===== src/rtl/ingress_frame_writer.sv =====
// Receive-side frame writer: packs RX bytes into memory blocks, links blocks from the
// free list into a chain, then hands the head pointer to the VOQ or the drop path.
package rx_tx_pkg;
  parameter int DATA_WIDTH = 8;
endpackage

module ingress_frame_writer #(
  parameter int ADDR_W      = 6,
  parameter int BLOCK_BYTES = 64,
  parameter int DATA_WIDTH  = rx_tx_pkg::DATA_WIDTH,
  localparam int LEN_W      = $clog2(BLOCK_BYTES + 1)
) (
  input  logic                                   switch_clk,
  input  logic                                   switch_rst_n,
  input  logic [DATA_WIDTH-1:0]                  rx_data_i,
  input  logic                                   rx_valid_i,
  input  logic                                   rx_last_i,
  input  logic                                   rx_err_i,
  output logic                                   rx_ready_o,
  input  logic                                   free_valid_i,
  input  logic [ADDR_W-1:0]                      free_ptr_i,
  output logic                                   free_pop_o,
  output logic                                   mem_we_o,
  output logic [ADDR_W-1:0]                      mem_addr_o,
  output logic [BLOCK_BYTES-1:0][DATA_WIDTH-1:0] mem_data_o,
  output logic [ADDR_W-1:0]                      mem_next_ptr_o,
  output logic                                   mem_last_o,
  output logic [LEN_W-1:0]                       mem_len_o,
  output logic                                   voq_write_req_o,
  output logic [ADDR_W-1:0]                      voq_ptr_o,
  output logic                                   drop_req_o,
  output logic [ADDR_W-1:0]                      drop_ptr_o
);

  typedef enum logic [2:0] {S_IDLE, S_FILL, S_LINK, S_WLAST, S_DONE} state_e;

  state_e                                 state_q;
  logic [LEN_W-1:0]                       cnt_q;
  logic [ADDR_W-1:0]                      head_q, cur_q;
  logic                                   err_q;
  logic [BLOCK_BYTES-1:0][DATA_WIDTH-1:0] stage_q;
  logic                                   acc;

  assign acc = (state_q == S_FILL) && rx_valid_i;

  always_ff @(posedge switch_clk or negedge switch_rst_n) begin
    if (!switch_rst_n) begin
      state_q <= S_IDLE;
      cnt_q   <= '0;
      head_q  <= '0;
      cur_q   <= '0;
      err_q   <= 1'b0;
    end else begin
      case (state_q)
        S_IDLE: if (rx_valid_i && free_valid_i) begin
          head_q  <= free_ptr_i;
          cur_q   <= free_ptr_i;
          cnt_q   <= '0;
          err_q   <= 1'b0;
          state_q <= S_FILL;
        end
        S_FILL: if (rx_valid_i) begin
          cnt_q <= cnt_q + 1'b1;
          err_q <= err_q | rx_err_i;
          // frame end wins over block-full so a frame filling its block exactly needs no link
          if (rx_last_i)                               state_q <= S_WLAST;
          else if (cnt_q == LEN_W'(BLOCK_BYTES - 1))  state_q <= S_LINK;
        end
        S_LINK: if (free_valid_i) begin
          cur_q   <= free_ptr_i;
          cnt_q   <= '0;
          state_q <= S_FILL;
        end
        S_WLAST: state_q <= S_DONE;
        S_DONE:  state_q <= S_IDLE;
        default: state_q <= S_IDLE;
      endcase
    end
  end

  always_ff @(posedge switch_clk or negedge switch_rst_n) begin
    if (!switch_rst_n) begin
      stage_q <= '0;
    end else begin
      for (int i = 0; i < BLOCK_BYTES; i++)
        if (acc && cnt_q == LEN_W'(i)) stage_q[i] <= rx_data_i;
    end
  end

  logic              rdy_c, pop_c, we_c, last_c, voq_c, drop_c;
  logic [ADDR_W-1:0] addr_c, next_c, vptr_c, dptr_c;
  logic [LEN_W-1:0]  len_c;

  always_comb begin
    rdy_c  = 1'b0;
    pop_c  = 1'b0;
    we_c   = 1'b0;
    last_c = 1'b0;
    voq_c  = 1'b0;
    drop_c = 1'b0;
    addr_c = '0;
    next_c = '0;
    vptr_c = '0;
    dptr_c = '0;
    len_c  = '0;
    case (state_q)
      S_IDLE: pop_c = rx_valid_i && free_valid_i;
      S_FILL: rdy_c = 1'b1;
      S_LINK: if (free_valid_i) begin
        pop_c  = 1'b1;
        we_c   = 1'b1;
        addr_c = cur_q;
        next_c = free_ptr_i;
        len_c  = LEN_W'(BLOCK_BYTES);
      end
      S_WLAST: begin
        we_c   = 1'b1;
        addr_c = cur_q;
        last_c = 1'b1;
        len_c  = cnt_q;
      end
      S_DONE: if (err_q) begin
        drop_c = 1'b1;
        dptr_c = head_q;
      end else begin
        voq_c  = 1'b1;
        vptr_c = head_q;
      end
      default: ;
    endcase
  end

  // reset forces every output low immediately, independent of the clock
  assign rx_ready_o      = switch_rst_n & rdy_c;
  assign free_pop_o      = switch_rst_n & pop_c;
  assign mem_we_o        = switch_rst_n & we_c;
  assign mem_last_o      = switch_rst_n & last_c;
  assign voq_write_req_o = switch_rst_n & voq_c;
  assign drop_req_o      = switch_rst_n & drop_c;
  assign mem_addr_o      = switch_rst_n ? addr_c : '0;
  assign mem_next_ptr_o  = switch_rst_n ? next_c : '0;
  assign mem_len_o       = switch_rst_n ? len_c  : '0;
  assign voq_ptr_o       = switch_rst_n ? vptr_c : '0;
  assign drop_ptr_o      = switch_rst_n ? dptr_c : '0;
  assign mem_data_o      = switch_rst_n ? stage_q : '0;

endmodule

===== config.mk =====
export PLATFORM = sky130hd
export DESIGN_NAME = ingress_frame_writer
export DESIGN_NICKNAME = d
export VERILOG_FILES = /design/src/rtl/ingress_frame_writer.sv
export SDC_FILE = /design/constraint.sdc
export NUM_CORES = 1
export LEC_CHECK = 0
export CORE_MARGIN = 5
export CORE_UTILIZATION = 45
export CTS_CLUSTER_SIZE = 16
export DETAILED_ROUTE_END_ITERATION = 8
export DONT_BUFFER_PORTS = 1
export MAX_ROUTING_LAYER = met4
export PLACE_DENSITY = 0.7
export REMOVE_ABC_BUFFERS = 1
export SYNTH_ARGS = -nofsm -noshare
export SYNTH_HDL_FRONTEND = slang
export SYNTH_SLANG_ARGS = --single-unit

===== constraint.sdc =====
create_clock -name switch_clk -period 1.8 [get_ports switch_clk]
set_input_delay 0.27 -clock switch_clk [delete_from_list [all_inputs] [get_ports switch_clk]]
set_output_delay 0.27 -clock switch_clk [all_outputs]
set_load 0.01 [all_outputs]

==> results.sh <==
export IMPL_status="finished, violations left"
export IMPL_violations="hold timing, slew limit, setup timing"
export IMPL_vdd_ir_drop_worst_mv=1.01
export IMPL_ant_nets=0
export IMPL_coreArea_um2=55100
export IMPL_rsz0062_at_grt="yes"
export IMPL_synthFlopType="dfrtp_1"
export IMPL_layout_min_cycle_time_ns=2.83
export IMPL_slew_violations=496
export IMPL_grt_max_degree=1053
export IMPL_drive_above_1_share_pct=43.0
export IMPL_yosys_top_cells_area="dfrtp_1 54%, mux2_2 23%, and2_1 14%"
export IMPL_dp_cells=2560
export IMPL_area_growth_pct=17.3
export IMPL_vias=14700
export IMPL_wl_mm=67.7
export IMPL_yosysTopAreaCell="dfrtp_1"
export IMPL_synthSimpleGateAreaFrac_pct=19.1
export IMPL_placed_area_um2=26200
export IMPL_synth_cells=1896
export IMPL_cts_path_max_buffers=3
export IMPL_required_ns=1.53
export IMPL_buffer_ports_inserted=0
export IMPL_fp_dieArea_um2=60400
export IMPL_use_met1_pct=27.6
export IMPL_synth_adder_area_share_pct=0.200
export IMPL_cpPeakStageDelay_ns=0.92
export IMPL_wire_per_inst_um=25.0
export IMPL_final_hold_violation_count=487
export IMPL_num_fill_cells=4572
export IMPL_drc=0
export IMPL_cts_tree="yes"
export IMPL_yosysTopAreaCellShare_pct=53.6
export IMPL_yosys_area_share_xor_xnor_pct=0
export IMPL_cp_slowest_cell="and2_1"
export IMPL_critPathLaunchType="input port"
export IMPL_grt_pass1_wl_mm=101
export IMPL_yosysSeqAreaShare_pct=53.6
export IMPL_grt_pass1_vias=15600
export IMPL_finalNetCount=1936
export IMPL_mostFrequentLayoutCell="dfrtp_1"
export IMPL_synth_edff_count=0
export IMPL_clock_sinks=535
export IMPL_skew_ns=0.0180
export IMPL_worstPathMaxFanout=1052
export IMPL_hp_class="in -> async"
export IMPL_synth_area_um2=25000
export IMPL_ioPinCount=569
export IMPL_drt_initial_drc_count=915
export IMPL_cp_buffers_inverters=0
export IMPL_ys_warn_count=0
export IMPL_max_slew_margin_pct=-86.4
export IMPL_cts_hold_buf=18
export IMPL_clk_latency_ns=0.60
export IMPL_worst_slack_ns=-1.03
export IMPL_crit_path_end_kind="output port"
export IMPL_fp_row_count=86
export IMPL_synthMuxAreaShare_pct=23.7
export IMPL_synthArstFlopShare_pct=100
export IMPL_cp_top_family="simple AND/OR/NAND/NOR gates"
export IMPL_global_route_usage_met2_pct=36.1
export IMPL_initial_core_util_pct=45.4
export IMPL_layout_cells_non_filler=2707
export IMPL_grt_use_met3_pct=5.90
export IMPL_crit_arrival_ns=2.56
export IMPL_final_cell_mix="535 x dfrtp_1, 513 x and2_1, 490 x mux2_2"
export IMPL_cts_buffers=55
export IMPL_viasPerCell=5.43
export IMPL_synth_top_family_by_area="multiplexers"
export IMPL_fmax_mhz=353
export IMPL_fin_crit_sh_pct=157
export IMPL_synth_area_per_cell_um2=13.2
export IMPL_hold_slack_ns=-0.625
export IMPL_synth_ff_latch_count=535
export IMPL_synth_compound_area_share_pct=0.566
export IMPL_crit_chain="and2_1"
export IMPL_worst_slew_pin_slew_ns=2.80
export IMPL_global_route_usage_total_pct=22.4
export IMPL_dr_pass1_iters=4
export IMPL_htreeDepth=2
export IMPL_p_per_area_nw_per_um2=1150
export IMPL_busiest_layer="met2"
export IMPL_total_power_w=0.0336
export IMPL_antennaDiodeCount=0
export IMPL_multi_input_area_um2=11400
export IMPL_die_width_um=246
export IMPL_setup_viol=804
export IMPL_critPathKind="in -> out"
export IMPL_seqCellArea_um2=13400
export IMPL_routabilityCongestion=0.807
export IMPL_p_leak_nw=14.8
export IMPL_max_cap_violations=0
export IMPL_antenna_found_initial=0
export IMPL_die_h_um=246
export IMPL_root_buffer="clkbuf_16"
export IMPL_hpwl_mm=41.7
export IMPL_final_area_um2=29300
export IMPL_clkTransAtPathRegs_ns=0.06
export IMPL_overflow=0
export IMPL_yosysUniqueCellTypes=45
## final cells by class
| cell class | count | share of cell area (%) |
|---|---|---|
| flip-flops and latches | 535 | 45.7 |
| multi-input cells | 1204 | 38.8 |
| clock buffers | 77 | 5.56 |
| repair buffers | 113 | 5.48 |
| well taps | 748 | 3.19 |
| clock inverters | 27 | 1.23 |
| inverters | 3 | 0.0384 |
## synthesized netlist by cell type, drive strengths merged, types with 2 or more instances
cell     number
dfrtp       535
mux2        524
nand3         4
o21ai         2
a21o          2
mux2i         3
and3b         2
nor4          2
and2        546
nand4        64
clkbuf      113
a31oi         3
nor2         10
ha            4
a21oi         3
buf          41
nor2b         4
nand2         6
nor3b         5
a2111oi       3
nor3          2
inv           3
a41oi         3
## final timing paths
path,startpoint,to,slack (ns),cells after the start
worst max-delay path,switch_rst_n,mem_data_o[482],-1.03,1
worst min-delay path,switch_rst_n,stage_q[207],-0.62,0
worst max register to register,state_q[0],stage_q[75],-0.27,8
worst min register to register,stage_q[175],stage_q[175],0.49,1
max in group asynchronous,switch_rst_n,stage_q[488],0.23,0
min in group switch_clk,rx_valid_i,state_q[0],0.09,3
## registers in the layout (all words and copies together) (netlist names)
name,flops
err_q,1
stage_q,512
cur_q,6
cnt_q,7
head_q,6
state_q,3
## cells by family (layout without fill, tap and decap cells)
kind of cell | count (synthesis) | in the layout
AO/OA/AOI/OAI | 20 | 20
flip-flops | 535 | 535
AND/OR/NAND/NOR | 653 | 653
multiplexers | 527 | 527
adder cells (fa/ha/maj) | 4 | 4
buffers and inverters | 157 | 220
## what timing repair did
action                                 in CTS  in global routing
pin swaps                                  41                 22
endpoints found under the hold margin    1062                535
buffers inserted                           20                  3
gates cloned                                4                  0
setup endpoints to repair                 219                553
gates resized for setup                   105                 29
## power breakdown
group          total [W]  switching, W  internal, W
Sequential        0.0143      0.000789       0.0135
Combinational    0.00708       0.00373      0.00335
Clock             0.0123       0.00483      0.00747
## per-layer routing
metal / vias to the layer above / part of all wire [%]
met4: 0 / 3.7
met3: 123 / 6.6
met2: 470 / 49
met1: 7634 / 40
li1: 6464 / -
met5: - / 0
## per-stage QoR
stage | setup slack [ns] | utilization [%] | TNS [ns]
after detailed placement | -0.0962 | 47.5 | -5.14
final | -1.03 | 53.2 | -263.50
after global routing | -0.429 | 53.2 | -119.93
after floorplan | -2.54 | - | -944.29
after global placement | -0.0460 | 47.5 | -1.25
after CTS | -0.413 | 52.9 | -74.12
Power figures use the tool's default switching activity.
